**src/rtl/lane_to_fifo_bridge.sv**
```systemverilog
// lane_to_fifo_bridge
// Turns the byte stream of a receive lane into FIFO writes that carry an
// end-of-packet marker. The lane cannot be stalled, so each byte waits in a
// one-byte hold register until the bridge knows whether it is the last byte
// of its burst. That byte is then written with eop=1. If the downstream FIFO
// is full at a write decision, the byte is lost and the rest of the burst is
// discarded.
module lane_to_fifo_bridge #(
  parameter int DATA_W = 8
) (
  input  logic              clk,
  input  logic              rst_n,
  input  logic              lane_active,
  input  logic              lane_valid,
  input  logic [DATA_W-1:0] lane_data,
  input  logic              fifo_full,
  output logic              fifo_write,
  output logic [DATA_W:0]   fifo_data,
  input  logic [15:0]       rx_timeout,
  input  logic              err_clr,
  output logic              overflow_err,
  output logic              timeout_err,
  output logic              pkt_done,
  output logic [15:0]       last_pkt_len
);

  typedef enum logic [1:0] {
    S_IDLE = 2'd0,
    S_RECV = 2'd1,
    S_DROP = 2'd2
  } state_t;

  state_t              state_q,      state_d;
  logic                hold_vld_q,   hold_vld_d;
  logic [DATA_W-1:0]   hold_data_q,  hold_data_d;
  logic [15:0]         idle_cnt_q,   idle_cnt_d;
  logic [15:0]         byte_cnt_q,   byte_cnt_d;
  logic                fifo_write_q, fifo_write_d;
  logic [DATA_W:0]     fifo_data_q,  fifo_data_d;
  logic                pkt_done_q,   pkt_done_d;
  logic                ovf_q,        ovf_d;
  logic                tmo_q,        tmo_d;
  logic [15:0]         len_q,        len_d;

  logic                ovf_set;
  logic                tmo_set;
  logic [15:0]         idle_inc;
  logic                timeout_hit;

  // Counter increment that sticks at all-ones instead of wrapping.
  function automatic logic [15:0] sat_inc16(input logic [15:0] v);
    return (v == 16'hFFFF) ? v : v + 16'd1;
  endfunction

  // Next-state and write-decision logic for one lane cycle.
  always_comb begin
    state_d      = state_q;
    hold_vld_d   = hold_vld_q;
    hold_data_d  = hold_data_q;
    idle_cnt_d   = idle_cnt_q;
    byte_cnt_d   = byte_cnt_q;
    fifo_write_d = 1'b0;
    fifo_data_d  = '0;
    pkt_done_d   = 1'b0;
    len_d        = len_q;
    ovf_set      = 1'b0;
    tmo_set      = 1'b0;
    idle_inc     = sat_inc16(idle_cnt_q);
    // The timeout only arms once a byte is held; a burst that has not yet
    // delivered anything has nothing to abort.
    timeout_hit  = (rx_timeout != 16'd0) && hold_vld_q && (idle_inc == rx_timeout);

    case (state_q)
      S_IDLE: begin
        if (lane_active) begin
          state_d     = S_RECV;
          idle_cnt_d  = 16'd0;
          byte_cnt_d  = 16'd0;
          hold_vld_d  = lane_valid;
          if (lane_valid) begin
            hold_data_d = lane_data;
          end
        end
      end

      S_RECV: begin
        if (!lane_active) begin
          // Burst ended: the held byte (if any) is the last one.
          state_d    = S_IDLE;
          hold_vld_d = 1'b0;
          if (hold_vld_q) begin
            if (fifo_full) begin
              ovf_set = 1'b1;
              len_d   = byte_cnt_q;
            end else begin
              fifo_write_d = 1'b1;
              fifo_data_d  = {1'b1, hold_data_q};
              pkt_done_d   = 1'b1;
              len_d        = sat_inc16(byte_cnt_q);
            end
          end
        end else if (lane_valid) begin
          idle_cnt_d = 16'd0;
          if (!hold_vld_q) begin
            hold_vld_d  = 1'b1;
            hold_data_d = lane_data;
          end else if (fifo_full) begin
            // Held byte cannot be written: drop it and the rest of the burst.
            ovf_set    = 1'b1;
            len_d      = byte_cnt_q;
            hold_vld_d = 1'b0;
            state_d    = S_DROP;
          end else begin
            fifo_write_d = 1'b1;
            fifo_data_d  = {1'b0, hold_data_q};
            byte_cnt_d   = sat_inc16(byte_cnt_q);
            hold_data_d  = lane_data;
          end
        end else begin
          idle_cnt_d = idle_inc;
          if (timeout_hit) begin
            tmo_set    = 1'b1;
            hold_vld_d = 1'b0;
            state_d    = S_DROP;
            if (fifo_full) begin
              ovf_set = 1'b1;
              len_d   = byte_cnt_q;
            end else begin
              fifo_write_d = 1'b1;
              fifo_data_d  = {1'b1, hold_data_q};
              pkt_done_d   = 1'b1;
              len_d        = sat_inc16(byte_cnt_q);
            end
          end
        end
      end

      S_DROP: begin
        if (!lane_active) begin
          state_d = S_IDLE;
        end
      end

      default: begin
        state_d    = S_IDLE;
        hold_vld_d = 1'b0;
      end
    endcase

    // A new error event in the same cycle wins over a clear request.
    ovf_d = ovf_set | (ovf_q & ~err_clr);
    tmo_d = tmo_set | (tmo_q & ~err_clr);
  end

  // State, hold register, counters and registered outputs.
  always_ff @(posedge clk or negedge rst_n) begin
    if (!rst_n) begin
      state_q      <= S_IDLE;
      hold_vld_q   <= 1'b0;
      hold_data_q  <= '0;
      idle_cnt_q   <= 16'd0;
      byte_cnt_q   <= 16'd0;
      fifo_write_q <= 1'b0;
      fifo_data_q  <= '0;
      pkt_done_q   <= 1'b0;
      ovf_q        <= 1'b0;
      tmo_q        <= 1'b0;
      len_q        <= 16'd0;
    end else begin
      state_q      <= state_d;
      hold_vld_q   <= hold_vld_d;
      hold_data_q  <= hold_data_d;
      idle_cnt_q   <= idle_cnt_d;
      byte_cnt_q   <= byte_cnt_d;
      fifo_write_q <= fifo_write_d;
      fifo_data_q  <= fifo_data_d;
      pkt_done_q   <= pkt_done_d;
      ovf_q        <= ovf_d;
      tmo_q        <= tmo_d;
      len_q        <= len_d;
    end
  end

  assign fifo_write   = fifo_write_q;
  assign fifo_data    = fifo_data_q;
  assign pkt_done     = pkt_done_q;
  assign overflow_err = ovf_q;
  assign timeout_err  = tmo_q;
  assign last_pkt_len = len_q;

endmodule
```
**config.mk**
```make
export PLATFORM = sky130hd
export DESIGN_NAME = lane_to_fifo_bridge
export DESIGN_NICKNAME = d
export VERILOG_FILES = /design/src/rtl/lane_to_fifo_bridge.sv
export SDC_FILE = /design/constraint.sdc
export NUM_CORES = 1
export LEC_CHECK = 0
export CAP_MARGIN = 10
export CORE_ASPECT_RATIO = 1.25
export CORE_MARGIN = 1
export CORE_UTILIZATION = 42
export CTS_BUF_LIST = sky130_fd_sc_hd__clkbuf_8
export DETAILED_ROUTE_END_ITERATION = 8
export GPL_TIMING_DRIVEN = 0
export SETUP_SLACK_MARGIN = 0.15
export SYNTH_ARGS = -nofsm -noshare
export SYNTH_HDL_FRONTEND = slang
export SYNTH_SLANG_ARGS = --single-unit
```
**constraint.sdc**
```tcl
create_clock -name clk -period 3.3 [get_ports clk]
set_input_delay 0.66 -clock clk [delete_from_list [all_inputs] [get_ports clk]]
set_output_delay 0.66 -clock clk [all_outputs]
set_load 0.01 [all_outputs]
```
==> flow_metrics.env <==
export IMPL_status="complete, no violations"
export IMPL_overflow=0
export IMPL_finalWirelength_mm=12.7
export IMPL_grt_max_degree=69
export IMPL_root_buffer="clkbuf_8"
export IMPL_area_growth_syn_to_layout_pct=29.6
export IMPL_grt_first_pass_wirelength_mm=20.2
export IMPL_setup_viol_count_final=0
export IMPL_p_leak_nw=2.22
export IMPL_p_sw_share_pct=26.8
export IMPL_numCtsBuffers=9
export IMPL_synth_edf_count=0
export IMPL_r2r_setup_slack_ns=0.27
export IMPL_hold_slack_ns=0.104
export IMPL_drc=0
export IMPL_worstPathRequired_ns=3.53
export IMPL_critPathMaxFanout=9
export IMPL_async_reset_ff_share_pct=100
export IMPL_initial_utilization_pct=44.0
export IMPL_clk_insertion_delay_late_ns=0.34
export IMPL_clkTransAtPathRegs_ns=0.08
export IMPL_diodes=0
export IMPL_seqPwrFrac_pct=46.0
export IMPL_min_period_ns=3.03
export IMPL_intPower_mw=1.50
export IMPL_switchingPower_mw=0.550
export IMPL_rsz0062_at_grt="true"
export IMPL_drive_gt1_share_pct=15.4
export IMPL_arrival_ns=3.26
export IMPL_syn_num_nets=527
export IMPL_vias=4160
export IMPL_peakVddDrop_mv=0.261
export IMPL_yosysSeqAreaShare_pct=41.4
export IMPL_die_area_um2=10600
export IMPL_ys_ff_latch=71
export IMPL_ios=59
export IMPL_final_hold_viol_count=0
export IMPL_io_buffers=56
export IMPL_hpwl_mm=9.01
export IMPL_clkPwrFrac_pct=37.9
export IMPL_antenna_left=0
export IMPL_hp_class="input pin to asynchronous set/reset pin"
export IMPL_cts_sinks=71
export IMPL_synth_ff_type="dfrtp_1"
export IMPL_core_um2=9760
export IMPL_syn_cell_area_um2=4290
export IMPL_htree_levels=3
export IMPL_min_period_over_period_pct=91.9
export IMPL_grt_total_usage_pct=24.5
export IMPL_tightest_slew_ns=0.751
export IMPL_synth_warnings=0
export IMPL_gp_congestion=0.931
export IMPL_power_total_mw=2.05
export IMPL_pre_cts_slack_ns=-0.457
export IMPL_setup_slack_ns=0.266
export IMPL_dieHeight_um=115
export IMPL_cp_start_kind="flop"
export IMPL_antenna_found_initial=0
export IMPL_grt_pass1_vias=4096
export IMPL_pwr_share_comb_pct=16.1
export IMPL_synthDistinctLibCells=66
export IMPL_relSlewSlack_pct=49.6
export IMPL_post_route_util_pct=57.0
export IMPL_finClkSkew_ns=0.00927
export IMPL_slew_viol_final=0
export IMPL_critical_path_class="flop to flop"
export IMPL_rows=40
export IMPL_fmax_mhz=330
export IMPL_avgSynthCellArea_um2=8.67
export IMPL_synth_cells=495
export IMPL_final_nets=613
export IMPL_cts_tree="yes"
export IMPL_wl_per_cell_um=17.8
export IMPL_cp_end_kind="flop"
export IMPL_cap_violations=0
export IMPL_fill_cells=921
export IMPL_drt_pass1_iterations=5
export IMPL_viasPerCell=5.84
export IMPL_drt_initial_drc_count=213
export IMPL_p_per_area_nw_per_um2=369
export IMPL_die_x_um=92.4
export IMPL_clk_path_buf_depth=2
## cells by family after synthesis
logic type | synth area share (%)
compound gates | 20.5
flops | 41.4
buf+inv | 4.11
xor+xnor | 4.08
fa+ha+maj | 0.583
simple gates | 25.1
mux | 4.31
## area by class of cell
| class | count | area (um^2) | share of cell area [%] |
|---|---|---|---|
| Clock buffer | 9 | 124 | 2.23 |
| Clock inverter | 7 | 96.3 | 1.73 |
| Inverter | 13 | 48.8 | 0.877 |
| Tap cell | 126 | 158 | 2.83 |
| Buffer | 28 | 154 | 2.77 |
| Timing Repair Buffer | 75 | 721 | 13.0 |
| Multi-Input combinational cell | 383 | 2480 | 44.6 |
| Sequential cell | 71 | 1780 | 32.0 |
## critical path, cell delays in order, from the launching register on
cell and delay (ns):
dfrtp_1 0.32, buf_2 0.20, nand4_1 0.18, buf_4 0.19
or4_4 0.50, or4_1 0.41, o211ai_1 0.12, and4b_2 0.29
nand4_4 0.13, a21oi_4 0.08, nor2b_1 0.17, buf_4 0.18
and2_1 0.16
## flip-flops by register name (all words and copies together) (netlist names)
signal and cells:
overflow_err 1, byte_cnt_q 16, hold_data_q 8, fifo_write 1
hold_vld_q 1, state_q 2, timeout_err 1, idle_cnt_q 16
fifo_data 9, last_pkt_len 16
## power by group through the flow
| stage | logic (mW) | registers (mW) | clock network [mW] |
|---|---|---|---|
| final | 0.330 | 0.946 | 0.779 |
| after global routing | 0.359 | 0.953 | 0.833 |
| after CTS | 0.322 | 0.946 | 0.799 |
| after detailed placement | 0.308 | 0.964 | 0 |
| after global placement | 0.302 | 0.962 | 0 |
| after floorplan | 0.140 | 0.969 | 0 |
## what timing repair did
action,in CTS,in global routing
hold buffers,0,0
setup endpoints to repair,30,42
setup buffers,9,9
gates resized for setup,18,27
pin swaps,3,8
## worst paths after layout
check                      cells past startpoint        endpoint           start
max                                           12    fifo_data[5]   idle_cnt_q[5]
min                                            1  idle_cnt_q[11]           rst_n
max reg2reg                                   12    fifo_data[5]   idle_cnt_q[5]
min reg2reg                                    1    fifo_data[4]  hold_data_q[4]
max in group asynchronous                      2   idle_cnt_q[1]           rst_n
min in group clk                               1    fifo_data[4]  hold_data_q[4]
## cell usage after synthesis (all sizes together), types with 8 or more instances
| library cell | n | area, um^2 |
|---|---|---|
| xor2 | 9 | 78.8 |
| nor4 | 12 | 81.3 |
| nor2 | 38 | 143 |
| nand2 | 51 | 194 |
| xnor2 | 11 | 96.3 |
| o21ai | 53 | 265 |
| dfrtp | 71 | 1780 |
| and2 | 13 | 81.3 |
| a31oi | 8 | 50.1 |
| nor3 | 16 | 80.1 |
| buf | 10 | 57.6 |
| mux2 | 12 | 135 |
| nand3 | 17 | 90.1 |
| clkbuf | 18 | 70.1 |
| nand4 | 15 | 106 |
| and3 | 10 | 62.6 |
| a21oi | 29 | 145 |
| inv | 13 | 48.8 |
## cell usage in the layout (no fill, tap or decap), drive strengths merged, types with 4 or more instances in the layout
cell,Yosys,final
a21o,4,4
a21oi,29,29
a22o,5,5
a31oi,8,8
and2,13,13
and3,10,10
buf,10,29
clkbuf,18,28
clkdlybuf4s50,0,55
dfrtp,71,71
inv,13,16
mux2,12,12
mux2i,5,5
nand2,51,51
nand2b,7,7
nand3,17,17
nand4,15,15
nor2,38,38
nor2b,6,6
nor3,16,16
nor3b,4,4
nor4,12,12
o21ai,53,53
o31ai,7,7
or4,6,6
xnor2,11,11
xor2,9,9
## stage by stage
step,area (um^2),std cells,TNS [ns]
after floorplan,4290,495,0
after global placement,5010,677,-75.50
after detailed placement,5040,678,-10.42
after CTS,5410,703,0
after global routing,5560,712,0
final,5560,712,0
## metal layers
metal / GRT usage, % / up-vias / share of wire [%]
met5: 0 / - / 0
met4: 11.5 / 0 / 2.9
met3: 3.97 / 28 / 4.7
met2: 44.0 / 136 / 52
met1: 28.3 / 2006 / 41
li1: - / 1990 / -
Power figures use the tool's default switching activity.
